$ cat src/rtl/noc_pkg.sv
// Shared types and helpers for the NoC input buffer: FSM/phase encodings and header field extraction.
package noc_pkg;
   localparam int FLIT_W_DEF = 16;
   localparam int MAX_FLIT_W = 64;

   typedef enum logic [1:0] {IDLE, REQ, SEND} fsm_state_t;
   typedef enum logic [1:0] {HDR, SIZE, PAYLOAD} send_phase_t;

   // Target field is the low addr_w bits of the header; caller narrows the result.
   function automatic logic [MAX_FLIT_W-1:0] hdr_target(input logic [MAX_FLIT_W-1:0] flit,
                                                        input int addr_w);
      logic [MAX_FLIT_W-1:0] mask;
      mask = (MAX_FLIT_W'(1) << addr_w) - MAX_FLIT_W'(1);
      return flit & mask;
   endfunction
endpackage

$ cat src/rtl/noc_input_buffer_if.sv
// Link, routing and switch handshake bundle of one router input port.
interface noc_input_buffer_if #(parameter int FLIT_W = 16, parameter int ADDR_W = 8);
   logic              rx;
   logic [FLIT_W-1:0] data_in;
   logic              credit_o;
   logic              h;
   logic              ack_h;
   logic [ADDR_W-1:0] target;
   logic              data_av;
   logic [FLIT_W-1:0] data_out;
   logic              data_ack;
   logic              sender;

   modport master (output rx, data_in, ack_h, data_ack,
                   input  credit_o, h, target, data_av, data_out, sender);
   modport slave  (input  rx, data_in, ack_h, data_ack,
                   output credit_o, h, target, data_av, data_out, sender);
endinterface

$ cat src/rtl/noc_fifo.sv
// Pointer-based synchronous FIFO; head entry always visible on dout, no write-through bypass.
module noc_fifo #(
   parameter int W     = 16,
   parameter int DEPTH = 4,
   localparam int AW   = $clog2(DEPTH)
) (
   input  logic         clk,
   input  logic         rst,
   input  logic         push,
   input  logic         pop,
   input  logic [W-1:0] din,
   output logic [W-1:0] dout,
   output logic         full,
   output logic         empty,
   output logic [AW:0]  count
);
   logic [W-1:0]  mem [DEPTH];
   logic [AW-1:0] wp, rp;
   logic          wr, rd;

   // Guarded again here so a protocol error upstream can never corrupt the contents.
   assign wr    = push && !full;
   assign rd    = pop && !empty;
   assign full  = (count == (AW+1)'(DEPTH));
   assign empty = (count == '0);
   assign dout  = mem[rp];

   always_ff @(posedge clk or posedge rst) begin
      if (rst) begin
         wp    <= '0;
         rp    <= '0;
         count <= '0;
      end else begin
         if (wr) wp <= wp + 1'b1;
         if (rd) rp <= rp + 1'b1;
         count <= count + {{AW{1'b0}}, wr} - {{AW{1'b0}}, rd};
      end
   end

   always_ff @(posedge clk) begin
      if (wr) mem[wp] <= din;
   end
endmodule

$ cat src/rtl/noc_input_buffer.sv
// Credit-based router input buffer: stores flits, requests a route per header and streams
// header/size/payload to the switch.
module noc_input_buffer import noc_pkg::*; #(
   parameter int FLIT_W    = FLIT_W_DEF,
   parameter int BUF_DEPTH = 4,
   parameter int ADDR_W    = 8
) (
   input logic               clk,
   input logic               rst,
   noc_input_buffer_if.slave bus
);
   localparam int CW = $clog2(BUF_DEPTH);

   logic              push, pop, full, empty, pkt_end;
   logic [CW:0]       count;
   fsm_state_t        state;
   send_phase_t       phase;
   logic [FLIT_W-1:0] flit_cnt;
   logic              h_q, sender_q;
   logic [ADDR_W-1:0] target_q;

   assign bus.credit_o = !rst && (count < (CW+1)'(BUF_DEPTH));
   assign push         = bus.rx && bus.credit_o;
   assign bus.data_av  = sender_q && !empty;
   assign pop          = bus.data_av && bus.data_ack;
   assign bus.h        = h_q;
   assign bus.target   = target_q;
   assign bus.sender   = sender_q;

   noc_fifo #(.W(FLIT_W), .DEPTH(BUF_DEPTH)) u_fifo (
      .clk   (clk),
      .rst   (rst),
      .push  (push),
      .pop   (pop),
      .din   (bus.data_in),
      .dout  (bus.data_out),
      .full  (full),
      .empty (empty),
      .count (count)
   );

   // A zero size flit ends the packet on its own pop; otherwise the last payload pop does.
   always_comb begin
      pkt_end = 1'b0;
      if (pop) begin
         if (phase == SIZE)    pkt_end = (bus.data_out == '0);
         if (phase == PAYLOAD) pkt_end = (flit_cnt == FLIT_W'(1));
      end
   end

   always_ff @(posedge clk or posedge rst) begin
      if (rst) begin
         state    <= IDLE;
         phase    <= HDR;
         flit_cnt <= '0;
         h_q      <= 1'b0;
         sender_q <= 1'b0;
         target_q <= '0;
      end else begin
         case (state)
            IDLE: if (!empty) begin
               state    <= REQ;
               h_q      <= 1'b1;
               target_q <= ADDR_W'(hdr_target(MAX_FLIT_W'(bus.data_out), ADDR_W));
            end
            REQ: if (bus.ack_h) begin
               state    <= SEND;
               h_q      <= 1'b0;
               sender_q <= 1'b1;
               phase    <= HDR;
            end
            SEND: if (pop) begin
               case (phase)
                  HDR:     phase <= SIZE;
                  SIZE:    begin
                     flit_cnt <= bus.data_out;
                     phase    <= PAYLOAD;
                  end
                  PAYLOAD: flit_cnt <= flit_cnt - FLIT_W'(1);
                  default: phase <= HDR;
               endcase
               if (pkt_end) begin
                  state    <= IDLE;
                  sender_q <= 1'b0;
                  phase    <= HDR;
               end
            end
            default: state <= IDLE;
         endcase
      end
   end
   
   // full is only consumed inside the FIFO guard; kept for observability of the sub-module.
   logic unused_full;
   assign unused_full = full;
endmodule
$ cat src/flat_wrapper.sv
// flat-port wrapper written by rule: the top's interface ports become plain ports
module noc_input_buffer_flat import noc_pkg::*;
#(
   parameter int FLIT_W    = FLIT_W_DEF,
   parameter int BUF_DEPTH = 4,
   parameter int ADDR_W    = 8
)
  (clk, rst, bus_rx, bus_data_in, bus_ack_h, bus_data_ack, bus_credit_o, bus_h, bus_target, bus_data_av, bus_data_out, bus_sender);
  noc_input_buffer_if #(.FLIT_W(FLIT_W), .ADDR_W(ADDR_W)) bus_i ();
  input logic clk;
  input logic rst;
  input wire logic [$bits(bus_i.rx)-1:0] bus_rx;
  input wire logic [$bits(bus_i.data_in)-1:0] bus_data_in;
  input wire logic [$bits(bus_i.ack_h)-1:0] bus_ack_h;
  input wire logic [$bits(bus_i.data_ack)-1:0] bus_data_ack;
  output wire logic [$bits(bus_i.credit_o)-1:0] bus_credit_o;
  output wire logic [$bits(bus_i.h)-1:0] bus_h;
  output wire logic [$bits(bus_i.target)-1:0] bus_target;
  output wire logic [$bits(bus_i.data_av)-1:0] bus_data_av;
  output wire logic [$bits(bus_i.data_out)-1:0] bus_data_out;
  output wire logic [$bits(bus_i.sender)-1:0] bus_sender;
  assign bus_i.rx = bus_rx;
  assign bus_i.data_in = bus_data_in;
  assign bus_i.ack_h = bus_ack_h;
  assign bus_i.data_ack = bus_data_ack;
  assign bus_credit_o = bus_i.credit_o;
  assign bus_h = bus_i.h;
  assign bus_target = bus_i.target;
  assign bus_data_av = bus_i.data_av;
  assign bus_data_out = bus_i.data_out;
  assign bus_sender = bus_i.sender;
  noc_input_buffer #(.FLIT_W(FLIT_W), .BUF_DEPTH(BUF_DEPTH), .ADDR_W(ADDR_W)) u_core (.clk(clk), .rst(rst), .bus(bus_i));
endmodule
$ cat config.mk
export PLATFORM = sky130hd
export DESIGN_NAME = noc_input_buffer_flat
export DESIGN_NICKNAME = d
export VERILOG_FILES = /design/src/rtl/noc_pkg.sv /design/src/rtl/noc_input_buffer_if.sv /design/src/rtl/noc_fifo.sv /design/src/rtl/noc_input_buffer.sv /design/src/flat_wrapper.sv
export SDC_FILE = /design/constraint.sdc
export NUM_CORES = 1
export LEC_CHECK = 0
export CORE_MARGIN = 2
export CORE_UTILIZATION = 51
export CTS_CLUSTER_DIAMETER = 30
export DETAILED_ROUTE_END_ITERATION = 7
export GPL_ROUTABILITY_DRIVEN = 0
export PLACE_DENSITY = 0.76
export RECOVER_POWER = 25
export SETUP_SLACK_MARGIN = 0.15
export SYNTH_ARGS = -nofsm -noshare
export SYNTH_HDL_FRONTEND = slang
export SYNTH_HIERARCHICAL = 1
export SYNTH_SLANG_ARGS = --single-unit
$ cat constraint.sdc
create_clock -name clk -period 2.7 [get_ports clk]
set_input_delay 0.54 -clock clk [delete_from_list [all_inputs] [get_ports clk]]
set_output_delay 0.54 -clock clk [all_outputs]
set_load 0.01 [all_outputs]
After elaboration in Yosys (flattened, before gate mapping) --
Memories as Yosys holds them, arrays and structs flattened. Cells that the tools add are included.
Storage, ports and cells: output and inout bits 28, RAM bits 64, logic and storage cells 73, memories kept 1, flip-flop bits (word level) 37, input bits 21
Operators by class: eq/ne operators 11, $add $sub $neg 5, $lt $le $gt $ge 1, muxes and demuxes 23, bitwise logic cells 1, reductions and logical operators 22
Memories:
- u_core.u_fifo.mem | depth 4, width 16, rd ports 1, clocked after Yosys merged registers in 0, wr ports 1, RTL line noc_fifo.sv:17 | logic [W-1:0] mem [DEPTH];
Operator list (number):
- $pmux 16 s2 | 1
- $eq 16x1->1 const B | 1
- $logic_not 16->1 | 1
- $sub 16x1->16 const B | 1
- $mux 2 | 7
- $pmux 2 s3 | 2
- $reduce_and 4->1 | 3
- $mux 1 | 10
- $logic_and 1x1->1 | 6
- $ne 2x2->1 const B | 3
- $reduce_and 3->1 | 2
- $reduce_bool 2->1 | 3
- $add 2x1->2 const B | 2
- $eq 2x1->1 const B | 2
- $eq 2x2->1 const B | 2
- $logic_not 2->1 | 2
- $pmux 1 s2 | 2
- $pmux 2 s2 | 1
- $add 3x1->3 | 1
- $eq 3x3->1 const B | 1
- $logic_not 1->1 | 3
- $logic_not 3->1 | 1
- $lt 3x3->1 const B | 1
- $ne 3x2->1 const B | 1
- other kinds (4) | 4

Logic depth before layout (Yosys ltp) --
word-level depth 8, gate-level depth with buffers 11, gate-level depth less buffers 11

By module --
The synthesis kept the hierarchy.
Modules (own cells, without submodules):
- noc_fifo | times used 1, sequential area each 2097.0 µm², cells an instance 126, area each 2826.5 µm²
- noc_input_buffer | times used 1, sequential area each 750.7 µm², cells an instance 198, area each 1838.0 µm²

Least setup slack after synthesis --
No wires, ideal clock.
kind flip-flop to flip-flop, start register u_core.u_fifo.count[1], end register u_core.u_fifo.count[2], data required time 2.577 ns, path buffers 0, setup time 0.123 ns, period minus slack after synthesis 2.517 ns, slack 0.183 ns, data arrival time 2.394 ns, cell stages (with the launch flop) 12, cells stage by stage dfrtp_1 > nor3_1 > nand3b_1 > inv_1 > o31ai_1 > inv_1 > ha_1 > inv_1 > ha_1 > fa_1 > xnor2_1 > xnor2_1
Between the ends: word-level cells in the longest chain between the ends 6, elaborated cells between the ends (all ways) 13, those cells by class 2 x add/sub; 1 x order compare; 1 x eq/ne; 9 x reduce/logical
RTL lines:
- start: declaration | RTL line noc_fifo.sv:15 | output logic [AW:0] count
- start signal: assignment | RTL line noc_fifo.sv:36 | count <= count + {{AW{1'b0}}, wr} - {{AW{1'b0}}, rd};
- $logic_not 3->1 | RTL line noc_fifo.sv:25 | assign empty = (count == '0);
- named net u_core.empty | RTL line noc_input_buffer.sv:14 | logic push, pop, full, empty, pkt_end;
- $logic_not 1->1 | RTL line noc_input_buffer.sv:24 | assign bus.data_av = sender_q && !empty;
- $logic_and 1x1->1 | RTL line noc_input_buffer.sv:24
- $logic_and 1x1->1 | RTL line noc_input_buffer.sv:25 | assign pop = bus.data_av && bus.data_ack;
- named net u_core.pop | RTL line noc_input_buffer.sv:14
- $logic_and 1x1->1 | RTL line noc_fifo.sv:23 | assign rd = pop && !empty;
- named net u_core.u_fifo.rd | RTL line noc_fifo.sv:19 | logic wr, rd;
- $sub 3x1->3 | RTL line noc_fifo.sv:36
The timed path passes the listed nets, and every way through them passes these cells. A chain may end at the register's enable or synchronous reset.

Worst setup path in the final report --
start register u_core.u_fifo.rp[0], end output bus_data_out[1]
Between the ends: word-level cells in the longest chain between the ends 1
RTL lines:
- start: declaration | RTL line noc_fifo.sv:18 | logic [AW-1:0] wp, rp;
- start signal: assignment | RTL line noc_fifo.sv:35 | if (rd) rp <= rp + 1'b1;
- $mem_v2 4x16
- end: declaration | RTL line flat_wrapper.sv:20 | output wire logic [$bits(bus_i.data_out)-1:0] bus_data_out;
Every way passes these cells.

==> reports/metrics.yaml <==
cp.required_ns: 2.16
syn_to_final_growth_pct: 20.41
clkLatencyLatePin_ns: 0.36
drv.max_cap_violation_count: 0
cts.htree.levels: 3
yosysTopAreaCell: "sky130_fd_sc_hd__edfxtp_1"
fmax_mhz: 401.4
drt-initial-drc-count: 250
grt_pass1_vias: 3037
die-height_um: 99.64
post_synth_instance_area_um2: 4664
drt-total-wl_um: 9705
post_drt_via_cell_ratio: 5.920
design.core.area_um2: 8806
synth_area_leaders: "sky130_fd_sc_hd__edfxtp_1, sky130_fd_sc_hd__dfrtp_1, sky130_fd_sc_hd__mux4_1"
die-area_um2: 9927
path_class: "reg -> out"
post-route-min-period_ns: 2.491
fin_total_pwr_mw: 5.886
global_route.usage.total: 0.2068
ys_types: 62
ctsLongestPathBuffers: 2
ioPinCount: 49
synth.net_count: 357
worstHoldPathType: "reg -> reg"
wl_per_cell_um: 18.99
postSynthRegisterBits: 101
grt_first_pass_wirelength_um: 15640
power_leakage_nw: 2.099
worstSetupEndpointType: "output port"
fp.dieW_um: 99.64
layout-drive-gt1-share: 0.2134
detailed_place_hpwl_um: 6793
grt_setup_unrepaired: "no"
diodes: 0
placementRows: 34
p_per_area_nw_per_um2: 1048
layout_commonest_cell: "sky130_fd_sc_hd__edfxtp_1"
setup.worst_path.start_class: "flop"
tightest_slew_ns: 0.7614
drt.antenna.violating_nets: 0
synthesis.area_per_instance_um2: 14.40
final-setup-viol-count: 0
maxSlewViolCount: 0
worst_setup_hold_path_clk_slew_ns: 0.11
status: "finished clean"
synth_edf_count: 64
timing.clock.skew_ns: 0.01083
final.period_utilization: 0.9227
relSlewSlack: 0.4896
clock_tree.root_cell: "sky130_fd_sc_hd__clkbuf_8"
design.final.nets: 431
layout_common_cells: "sky130_fd_sc_hd__edfxtp_1, sky130_fd_sc_hd__dfrtp_1, sky130_fd_sc_hd__buf_4"
crit_fanout: 7
detail_route.first_pass.iterations: 4
final-hold-violation-count: 0
grt_max_degree: 31
initial_utilization: 0.5297
drcViolationCount: 0
globalRoute.totalOverflow: 0
vdd_drop_max_mv: 0.4697
synthFlopType: "sky130_fd_sc_hd__edfxtp_1"
antenna_found_initial: 0
cts_tree: "yes"
clock_sinks: 101
portBuffers: 48
worst_ep_arrival_time_ns: 1.95
layout.filler_cells: 644
syn-instance-count: 324
fin_tns_setup_ns: 0
synth_largest_type_area_fraction: 0.4120
ys_seq_area_frac: 0.6105
cts_buffers: 9
post_cts_hold_buffer_count: 0
asyncSetResetFlopFracSynth: 0.3663
detailroute.via_count: 3025
yosysWarningCount: 6
-- through the flow --
step / instance area, um2 / setup WS, ns / instances / hold WS, ns / utilization
after floorplan: 4664 / 0.1829 / 324 / 0.3434 / -
after global placement: 5351 / 0.1363 / 486 / 0.4910 / 0.6077
after detailed placement: 5351 / 0.05662 / 486 / 0.4998 / 0.6077
after CTS: 5562 / 0.01149 / 506 / 0.4371 / 0.6316
after global routing: 5617 / 0.1365 / 511 / 0.5405 / 0.6378
final: 5617 / 0.2088 / 511 / 0.5165 / 0.6378
-- report_power, final --
part	switching [mW]	leakage (nW)	internal (mW)	total [mW]
Clock	0.580	0.104	0.372	0.952
Sequential	0.375	1.02	2.00	2.38
Combinational	1.25	0.979	1.31	2.56
-- sequential cells by signal, summed over array words and instances, names as in the netlist --
signal,count
u_core/bus.h,1
u_core/flit_cnt,16
u_core/state,2
u_core/phase,2
u_core/u_fifo/rp,2
u_core/u_fifo/wp,2
u_core/bus.sender,1
u_core/bus.target,8
u_core/u_fifo/count,3
u_core/u_fifo/mem,64
-- synth_stat cells (3+ instances only) --
| cell | n |
|---|---|
| sky130_fd_sc_hd__o32ai_1 | 5 |
| sky130_fd_sc_hd__o21ai_0 | 9 |
| sky130_fd_sc_hd__dfrtp_1 | 37 |
| sky130_fd_sc_hd__nor4_1 | 8 |
| sky130_fd_sc_hd__o211ai_1 | 3 |
| sky130_fd_sc_hd__mux2_2 | 8 |
| sky130_fd_sc_hd__nand2b_1 | 5 |
| sky130_fd_sc_hd__xnor2_1 | 4 |
| sky130_fd_sc_hd__mux4_1 | 8 |
| sky130_fd_sc_hd__and3b_1 | 5 |
| sky130_fd_sc_hd__nor2_1 | 21 |
| sky130_fd_sc_hd__and2_1 | 3 |
| sky130_fd_sc_hd__a21oi_1 | 16 |
| sky130_fd_sc_hd__buf_2 | 3 |
| sky130_fd_sc_hd__mux4_2 | 8 |
| sky130_fd_sc_hd__nand2_1 | 12 |
| sky130_fd_sc_hd__a31oi_1 | 4 |
| sky130_fd_sc_hd__nor2b_1 | 3 |
| sky130_fd_sc_hd__edfxtp_1 | 64 |
| sky130_fd_sc_hd__nand4_1 | 3 |
| sky130_fd_sc_hd__ha_1 | 11 |
| sky130_fd_sc_hd__clkbuf_1 | 6 |
| sky130_fd_sc_hd__nor3_1 | 7 |
| sky130_fd_sc_hd__nand3_1 | 6 |
| sky130_fd_sc_hd__inv_1 | 17 |
-- timing repair --
| item | in CTS | in global routing |
|---|---|---|
| resized for setup | 18 | 13 |
| setup endpoints to repair | 18 | 8 |
| pin swaps | 0 | 0 |
| buffers inserted | 4 | 5 |
-- layout make-up --
| class | instances | area, um2 | area share |
|---|---|---|---|
| flip-flops and latches | 101 | 2853 | 0.5079 |
| multi-input cells | 194 | 1662 | 0.2958 |
| repair buffers | 75 | 698.2 | 0.1243 |
| well taps | 108 | 135.1 | 0.02406 |
| clock buffers | 9 | 123.9 | 0.02205 |
| clock inverters | 7 | 81.33 | 0.01448 |
| inverters | 17 | 63.81 | 0.01136 |
-- logic make-up after synthesis --
kind of cell	after synthesis	synth area share
AOI/OAI and AO/OA	61	0.08933
xor gates and xnor gates	4	0.007510
adders and majority gates	12	0.03380
buffers and inverters	29	0.03004
DFF	101	0.6105
muxes	24	0.1030
and+or+nand+nor	93	0.1258
-- path summary, 6_finish.rpt --
check	start	to	slack, ns	depth (start not counted)
worst min-delay path	u_core/bus.target[7]$_DFFE_PP0P_	u_core/bus.target[7]$_DFFE_PP0P_	0.52	1
worst min register to register	u_core/bus.target[7]$_DFFE_PP0P_	u_core/bus.target[7]$_DFFE_PP0P_	0.52	1
max in group asynchronous	rst	u_core/flit_cnt[12]$_DFFE_PP0P_	1.68	3
worst max-delay path	u_core/u_fifo/rp[0]$_DFFE_PP0P_	bus_data_out[1]	0.21	4
min in group asynchronous	rst	u_core/u_fifo/wp[0]$_DFFE_PP0P_	0.58	2
worst max register to register	u_core/u_fifo/rp[0]$_DFFE_PP0P_	u_core/phase[0]$_DFFE_PP0P_	0.28	7
-- critical path, cell delays in order, from the launching register on --
cell                            delay [ns]
sky130_fd_sc_hd__dfrtp_1              0.41
sky130_fd_sc_hd__buf_4                0.16
sky130_fd_sc_hd__buf_12               0.13
sky130_fd_sc_hd__mux4_2               0.57
sky130_fd_sc_hd__dlygate4sd2_1        0.32
-- layer usage --
layer	vias up	routed length, um	GRT usage
li1	1418	-	-
met4	0	115	0.06849
met5	-	0	0
met2	78	4916	0.3493
met3	11	423	0.02811
met1	1518	4249	0.2801
Power figures use the tool's default switching activity.
